--- config.mk ---
export PLATFORM = sky130hd
export DESIGN_NAME = alu_issue_ctrl
export DESIGN_NICKNAME = d
export VERILOG_FILES = /design/src/rtl/alu_issue_ctrl.sv
export SDC_FILE = /design/constraint.sdc
export NUM_CORES = 1
export LEC_CHECK = 0
export CORE_MARGIN = 2
export CORE_UTILIZATION = 44
export DETAILED_ROUTE_END_ITERATION = 7
export DONT_BUFFER_PORTS = 1
export HOLD_SLACK_MARGIN = 0.1
export SLEW_MARGIN = 10
export SYNTH_ARGS = -nofsm -noshare
export SYNTH_HDL_FRONTEND = slang
export SYNTH_SLANG_ARGS = --single-unit
--- constraint.sdc ---
create_clock -name clk -period 5.1 [get_ports clk]
set_input_delay 0.51 -clock clk [delete_from_list [all_inputs] [get_ports clk]]
set_output_delay 0.51 -clock clk [all_outputs]
set_load 0.01 [all_outputs]
--- src/rtl/alu_issue_ctrl.sv ---
// alu_issue_ctrl: single-issue sequencer sitting in front of the 16-bit alu.
// Takes one instruction at a time over valid/ready and reads both operands
// from an internal register file. It drives the alu for one cycle, then
// writes the result back. A side load port preloads registers at any time.
// Optional feature: define FLAGS_EN to add the flag_z / flag_n result flags.
module alu_issue_ctrl #(
    parameter int NREG = 8,
    parameter int DW   = 16
) (
    input  logic                     clk,
    input  logic                     rst,
    input  logic                     instr_valid,
    output logic                     instr_ready,
    input  logic [1:0]               instr_op,
    input  logic [$clog2(NREG)-1:0]  instr_rs1,
    input  logic [$clog2(NREG)-1:0]  instr_rs2,
    input  logic [$clog2(NREG)-1:0]  instr_rd,
    input  logic                     ld_valid,
    input  logic [$clog2(NREG)-1:0]  ld_addr,
    input  logic [DW-1:0]            ld_data,
    output logic [DW-1:0]            alu_A,
    output logic [DW-1:0]            alu_B,
    output logic [1:0]               alu_op,
    input  logic [DW-1:0]            alu_R,
    output logic                     wb_valid,
    output logic [$clog2(NREG)-1:0]  wb_rd,
    output logic [DW-1:0]            wb_data,
    input  logic [$clog2(NREG)-1:0]  dbg_addr,
    output logic [DW-1:0]            dbg_data
`ifdef FLAGS_EN
    ,
    output logic                     flag_z,
    output logic                     flag_n
`endif
);

    localparam int AW = $clog2(NREG);
    localparam logic [1:0] OP_MUL = 2'd2;

    typedef enum logic [1:0] {
        IDLE = 2'd0,
        EXEC = 2'd1,
        WB   = 2'd2
    } state_t;

    state_t          state;
    logic [DW-1:0]   regfile [NREG];
    logic [DW-1:0]   res;
    logic [AW-1:0]   rd_q;

    assign wb_rd    = rd_q;
    assign wb_data  = res;
    assign dbg_data = regfile[dbg_addr];

    // Sequencer: operands go straight into the alu input registers on accept,
    // so they are stable for the whole EXEC cycle and hold afterwards.
    always_ff @(posedge clk or posedge rst) begin
        if (rst) begin
            state       <= IDLE;
            instr_ready <= 1'b1;
            alu_A       <= '0;
            alu_B       <= '0;
            alu_op      <= 2'd0;
            rd_q        <= '0;
            res         <= '0;
            wb_valid    <= 1'b0;
        end else begin
            case (state)
                IDLE: begin
                    wb_valid <= 1'b0;
                    if (instr_valid && instr_ready) begin
                        alu_A       <= regfile[instr_rs1];
                        alu_B       <= regfile[instr_rs2];
                        alu_op      <= instr_op;
                        rd_q        <= instr_rd;
                        instr_ready <= 1'b0;
                        state       <= EXEC;
                    end
                end
                EXEC: begin
                    if (alu_op == OP_MUL) begin
                        res <= {{(DW-8){1'b0}}, alu_R[7:0]};
                    end else begin
                        res <= alu_R;
                    end
                    wb_valid <= 1'b1;
                    state    <= WB;
                end
                WB: begin
                    wb_valid    <= 1'b0;
                    instr_ready <= 1'b1;
                    state       <= IDLE;
                end
                default: begin
                    wb_valid    <= 1'b0;
                    instr_ready <= 1'b1;
                    state       <= IDLE;
                end
            endcase
        end
    end

    // Register file: the side load is applied first, so a write-back to the
    // same address on the same edge overrides it.
    always_ff @(posedge clk or posedge rst) begin
        if (rst) begin
            for (int i = 0; i < NREG; i++) begin
                regfile[i] <= '0;
            end
        end else begin
            if (ld_valid) begin
                regfile[ld_addr] <= ld_data;
            end
            if (state == WB) begin
                regfile[rd_q] <= res;
            end
        end
    end

`ifdef FLAGS_EN
    // Result flags follow write-backs only; side loads leave them untouched.
    always_ff @(posedge clk or posedge rst) begin
        if (rst) begin
            flag_z <= 1'b0;
            flag_n <= 1'b0;
        end else if (state == WB) begin
            flag_z <= (res == '0);
            flag_n <= res[DW-1];
        end
    end
`endif

endmodule

### Yosys cells after proc, flatten, opt, wreduce, memory -nomap -nowiden

Cells that the tools add are included.

| word-level totals | value |
|---|---|
| bits in registers | 185 |
| bits of input ports | 53 |
| output and inout bits | 71 |
| logic and storage cells | 62 |

| operators by class | value |
|---|---|
| magnitude comparators | 7 |
| eq/ne operators | 4 |
| muxes and demuxes | 23 |
| bitwise operators | 6 |
| reduce and logical (&&, ||, !) cells | 6 |

Operators by type and width:

| kind | number |
|---|---|
| bitwise mux 128 bit | 2 |
| 2-to-1 mux 128 bit | 2 |
| binary-select mux 16 bit (select 3 bit) | 3 |
| 2-to-1 mux 16 bit | 9 |
| demux 16 bit (select 3 bit) | 2 |
| >= comparator 4 bit (second input constant) | 5 |
| inverter 3 -> 4 bit | 5 |
| less-than comparator 4 x 1 -> 1 bit (second input constant) | 2 |
| equality test 2 bit (second input constant) | 2 |
| case mux 2 bit (2 select lines) | 1 |
| AND reduction 2 bit | 2 |
| logical AND 1 bit | 3 |
| equality test 2 x 1 -> 1 bit (second input constant) | 1 |
| zero test 2 bit | 1 |
| 2-to-1 mux 1 bit | 2 |
| 2-to-1 mux 2 bit | 1 |
| != test 2 bit (second input constant) | 1 |
| case mux 1 bit (2 select lines) | 1 |
| inverter 1 bit | 1 |

### Logic depth before layout (Yosys ltp)

| logic depth | value |
|---|---|
| depth after elaboration | 9 |
| mapped depth | 6 |
| gate-level depth less buffers | 4 |

### Worst setup path before layout

Ideal clock, no wire load.

| timing | value |
|---|---|
| kind | input -> output |
| start | input dbg_addr[0] |
| end | output dbg_data[0] |
| arrival | 1.840 ns |
| data required time | 4.590 ns |
| path slack | 2.750 ns |
| cell stages on the path | 4 |
| buffers on the path | 2 |
| path through | clkbuf_1 > buf_2 > mux4_2 > mux2_2 |

| between the ends | value |
|---|---|
| cells in the longest elaborated chain, start to end | 4 |

Ends and longest elaborated chain:

| element | RTL line | source |
|---|---|---|
| from (decl) | 28 | `input logic [$clog2(NREG)-1:0] dbg_addr,` |
| inverter 3 -> 4 bit (not written as such) | 53 | `assign dbg_data = regfile[dbg_addr];` |
| binary-select mux 16 bit (select 3 bit) | 53 |  |
| 2-to-1 mux 16 bit (not written as such) (2 in series) | 53 |  |
| to (decl) | 29 | `output logic [DW-1:0] dbg_data` |

Every way passes these cells. The select of a mux whose other input is x is not followed.

### Final worst setup path

| timing | value |
|---|---|
| start | register regfile[79] in the netlist's numbering |
| end | output dbg_data[15] |

| between the ends | value |
|---|---|
| cells in the longest elaborated chain, start to end | 3 |

Ends and longest elaborated chain:

| element | RTL line | source |
|---|---|---|
| from (decl) | 47 | `logic [DW-1:0] regfile [NREG];` |
| from (signal, indexed assignment) | 112 | `regfile[ld_addr] <= ld_data;` |
| from (signal, indexed assignment) | 115 | `regfile[rd_q] <= res;` |
| binary-select mux 16 bit (select 3 bit) | 53 |  |
| 2-to-1 mux 16 bit (not written as such) (2 in series) | 53 |  |

Every way passes these cells. The select of a mux whose other input is x is not followed.

==> summary.txt <==
Outcome
  – Status: finished, final reports clean

Floorplanning
  – Die width: 167.1 microns
  – Ports: roughly 120
  – Starting Density: 0.4493
  – Die area: 27930 sq um
  – Die height: about 170 microns
  – Core area: 26060 sq um
  – Row cnt: 59

Final layout
  – Fill count: between 2000 and 2500
  – Final nets: approximately 910
  – Most frequent cells in the layout: 227 x mux2_2, 184 x dfrtp_1, 84 x mux2_1, 64 x mux2i_1, 62 x nand2_1
  – Leading cell type in the layout, fill and taps excluded: mux2_2
  – Diode count: 0
  – Share of cells above drive strength 1: 0.4035
  – Final core occ: 0.4772
  – Layout area overhead: 6.209%

Timing
  – Relative slew margins: 0.2441
  – Setup_tns: 0 ns
  – Pins Over Slew Limit: 0
  – Final setup fails: 0
  – Clk_skew: roughly 0.014 ns
  – Fin. Hold Viols: 0
  – RSZ-0062 raised after global routing: false
  – Crit path time final: around 2.2 ns
  – Final period util: 0.4280
  – Fmax: between 400 and 500 MHz
  – Worst slew pin tran: roughly 1.1 ns

Clocking
  – Clock Path Buffers: 2
  – Sink Count: about 190
  – Post-CTS setup buffers: 0
  – Root Buffer: clkbuf_16
  – CTS resizes: 0
  – Worst-path clk slew: 0.07 ns
  – CTS tree: built
  – Worst skew pair latency: about 0.44 ns
  – H-Tree Depth: 4
  – TritonCTS Buffers: 17
  – Hold buffers post-CTS: 0

Detailed routing
  – Drt pass-1 iters: 6
  – M1 WL: roughly 15000 microns
  – Met3 WL: 1723 microns
  – Top layer in use: met4
  – Met2 WL: ~16000 microns
  – Final wirelength: around 34000 microns
  – DRC: 0
  – Post-DR vias/cell: around 6.3
  – Via Count: 7563
  – 1st-iter DRT viols: 449
  – DR WL/cell: 27.93 microns
  – Antenna Nets Post-Route: 0

Power and ir drop
  – Switching share of power: 0.3516
  – Cell internal pwr: approximately 4.5 mW
  – Power share of the sequential group: 0.451
  – Pwr Density: approximately 550 nW/um^2
  – Clk pwr share: 0.194
  – Leakage power: approximately 5.3 nW
  – Switching power: around 2.4 mW
  – Comb power frac: 0.355
  – VDD IR max: between 400 and 500 uV

GRT
  – Remaining global-route overflow: 0
  – Vias in the first global route: 7741
  – All-Layer GR Usage: 0.2426
  – Initial antenna violation count: 0
  – First-pass GRT wire length: 50630 microns
  – Largest net degree at the start of global routing: approximately 190

Synthesis
  – #FFs+latches synth: 185
  – Yosys top cell by area: dfrtp_1
  – Yosys Warn Count: 0
  – Cells after synthesis: between 800 and 900
  – Mapped Avg Cell Area: ~13 sq um
  – Area of the mapped netlist: around 12000 sq um
  – Synth top area cells: dfrtp_1 39%, mux2_2 22%, mux2_1 8.1%
  – Sequential-to-total area share from yosys stat: 0.3955
  – Count of cell types in the netlist: 32
  – Syn_nets: ~940
  – Share of the synthesized area in the top cell type: 0.3932

Setup path
  – Worst EP arrival: about 1.7 ns
  – Critical path cell sequence: mux4_2 > mux2_2
  – Critical path launch point: regfile[79]
  – Worst Setup Start Kind: register
  – Crit-path slowest cell: mux4_2
  – RR Endpoint: regfile[57]
  – Reg2reg setup slack: a little under 3 ns
  – Register-to-Register Path Depth: 3
  – Setup crit end: dbg_data[15]
  – CP Class: register to output port
  – Crit. End Element: output port
  – CP max FO: 4
  – Biggest cell delay along the critical path: 0.49 ns
  – CP required: approximately 4.6 ns
  – Reg2reg start: wb_rd[0]

Min path
  – Hold Crit Class: input pin to register

Flow run
  – MaxCap Viol Count: 0

Place
  – Post-DP HPWL: 19520 microns
  – Global placement routability congestion: around 0.77
  – IO Port Bufs: 0
-- routing by layer --
layer | vias up | GRT usage
met4 | 0 | 0.07358
met2 | 229 | 0.3911
met1 | 3976 | 0.3294
li1 | 3317 | -
met5 | - | 0
met3 | 41 | 0.05318
-- Yosys cell counts --
cell,instances
mux2_2,227
dfrtp_1,184
mux2_1,84
mux2i_1,64
nand2_1,62
a22o_1,40
mux4_2,32
o22ai_1,32
o31ai_1,32
mux2_4,30
buf_2,28
clkbuf_1,28
buf_6,9
nor2_1,5
inv_1,4
nor2b_1,4
buf_8,3
nand2b_1,3
nand4b_4,3
buf_4,2
nand2_2,2
nand3_2,2
nor4bb_4,2
a21oi_1,1
and3b_1,1
clkinv_1,1
dfstp_2,1
nand4_4,1
nand4bb_1,1
nor3b_2,1
nor4b_4,1
nor4bb_2,1
-- critical path, delay by kind of cell (launching register included) --
family        cells  cell delay (ns)
multiplexers      2             0.82
flip-flops        1             0.41
-- cells by family after synthesis --
logic type / count (synthesis) / synth area share
buf+inv: 75 / 0.03633
mux: 437 / 0.4538
compound gates: 105 / 0.06796
flops: 185 / 0.3955
simple gates: 89 / 0.04638
-- power groups by stage --
stage / sequential, mW / combinational, mW / clock, mW
finish: 3.11 / 2.45 / 1.34
global route: 3.23 / 2.69 / 1.43
CTS: 3.10 / 2.47 / 1.37
detailed placement: 3.13 / 2.46 / 0
global placement: 3.10 / 2.40 / 0
floorplan: 2.81 / 2.16 / 0
-- area by class of cell --
cell class,instances,area (sq um),share of cell area
multi-input cells,631,6683,0.5374
flip-flops and latches,185,4631,0.3724
clock buffers,19,432.9,0.03481
well taps,335,419.2,0.03371
clock inverters,13,145.1,0.01167
repair buffers,12,102.6,0.008250
inverters,5,22.52,0.001811
-- state kept, by name, summed over array words and instances (netlist names) --
register	count
alu_A	16
alu_B	16
alu_op	2
instr_ready	1
regfile	128
state	2
wb_data	16
wb_rd	3
wb_valid	1
-- how the worst min path moves through the flow --
stage	start	to	slack (ns)	cells after the start
finish	alu_R[1]	wb_data[1]	0.17	2
global placement	alu_A[11]	alu_A[11]	0.54	2
CTS	alu_R[1]	wb_data[1]	0.16	2
detailed placement	instr_ready	instr_ready	0.53	2
global route	alu_R[0]	wb_data[0]	0.15	2
floorplan	instr_ready	instr_ready	0.49	2
-- through the flow --
| step | power [mW] | std cells | cell area [sq um] | setup slack [ns] | hold slack (ns) |
|---|---|---|---|---|---|
| 2_1_floorplan | 4.969 | 891 | 11710 | 2.212 | 0.4944 |
| 3_3_place_gp | 5.501 | 1168 | 11860 | 2.961 | 0.5402 |
| 3_5_place_dp | 5.587 | 1168 | 11860 | 2.922 | 0.5303 |
| 4_1_cts | 6.940 | 1200 | 12440 | 2.891 | 0.1595 |
| 5_1_grt | 7.353 | 1200 | 12440 | 2.831 | 0.1521 |
| 6_report | 6.897 | 1200 | 12440 | 2.917 | 0.1746 |
Note: power is estimated with default switching activity, not from simulation.
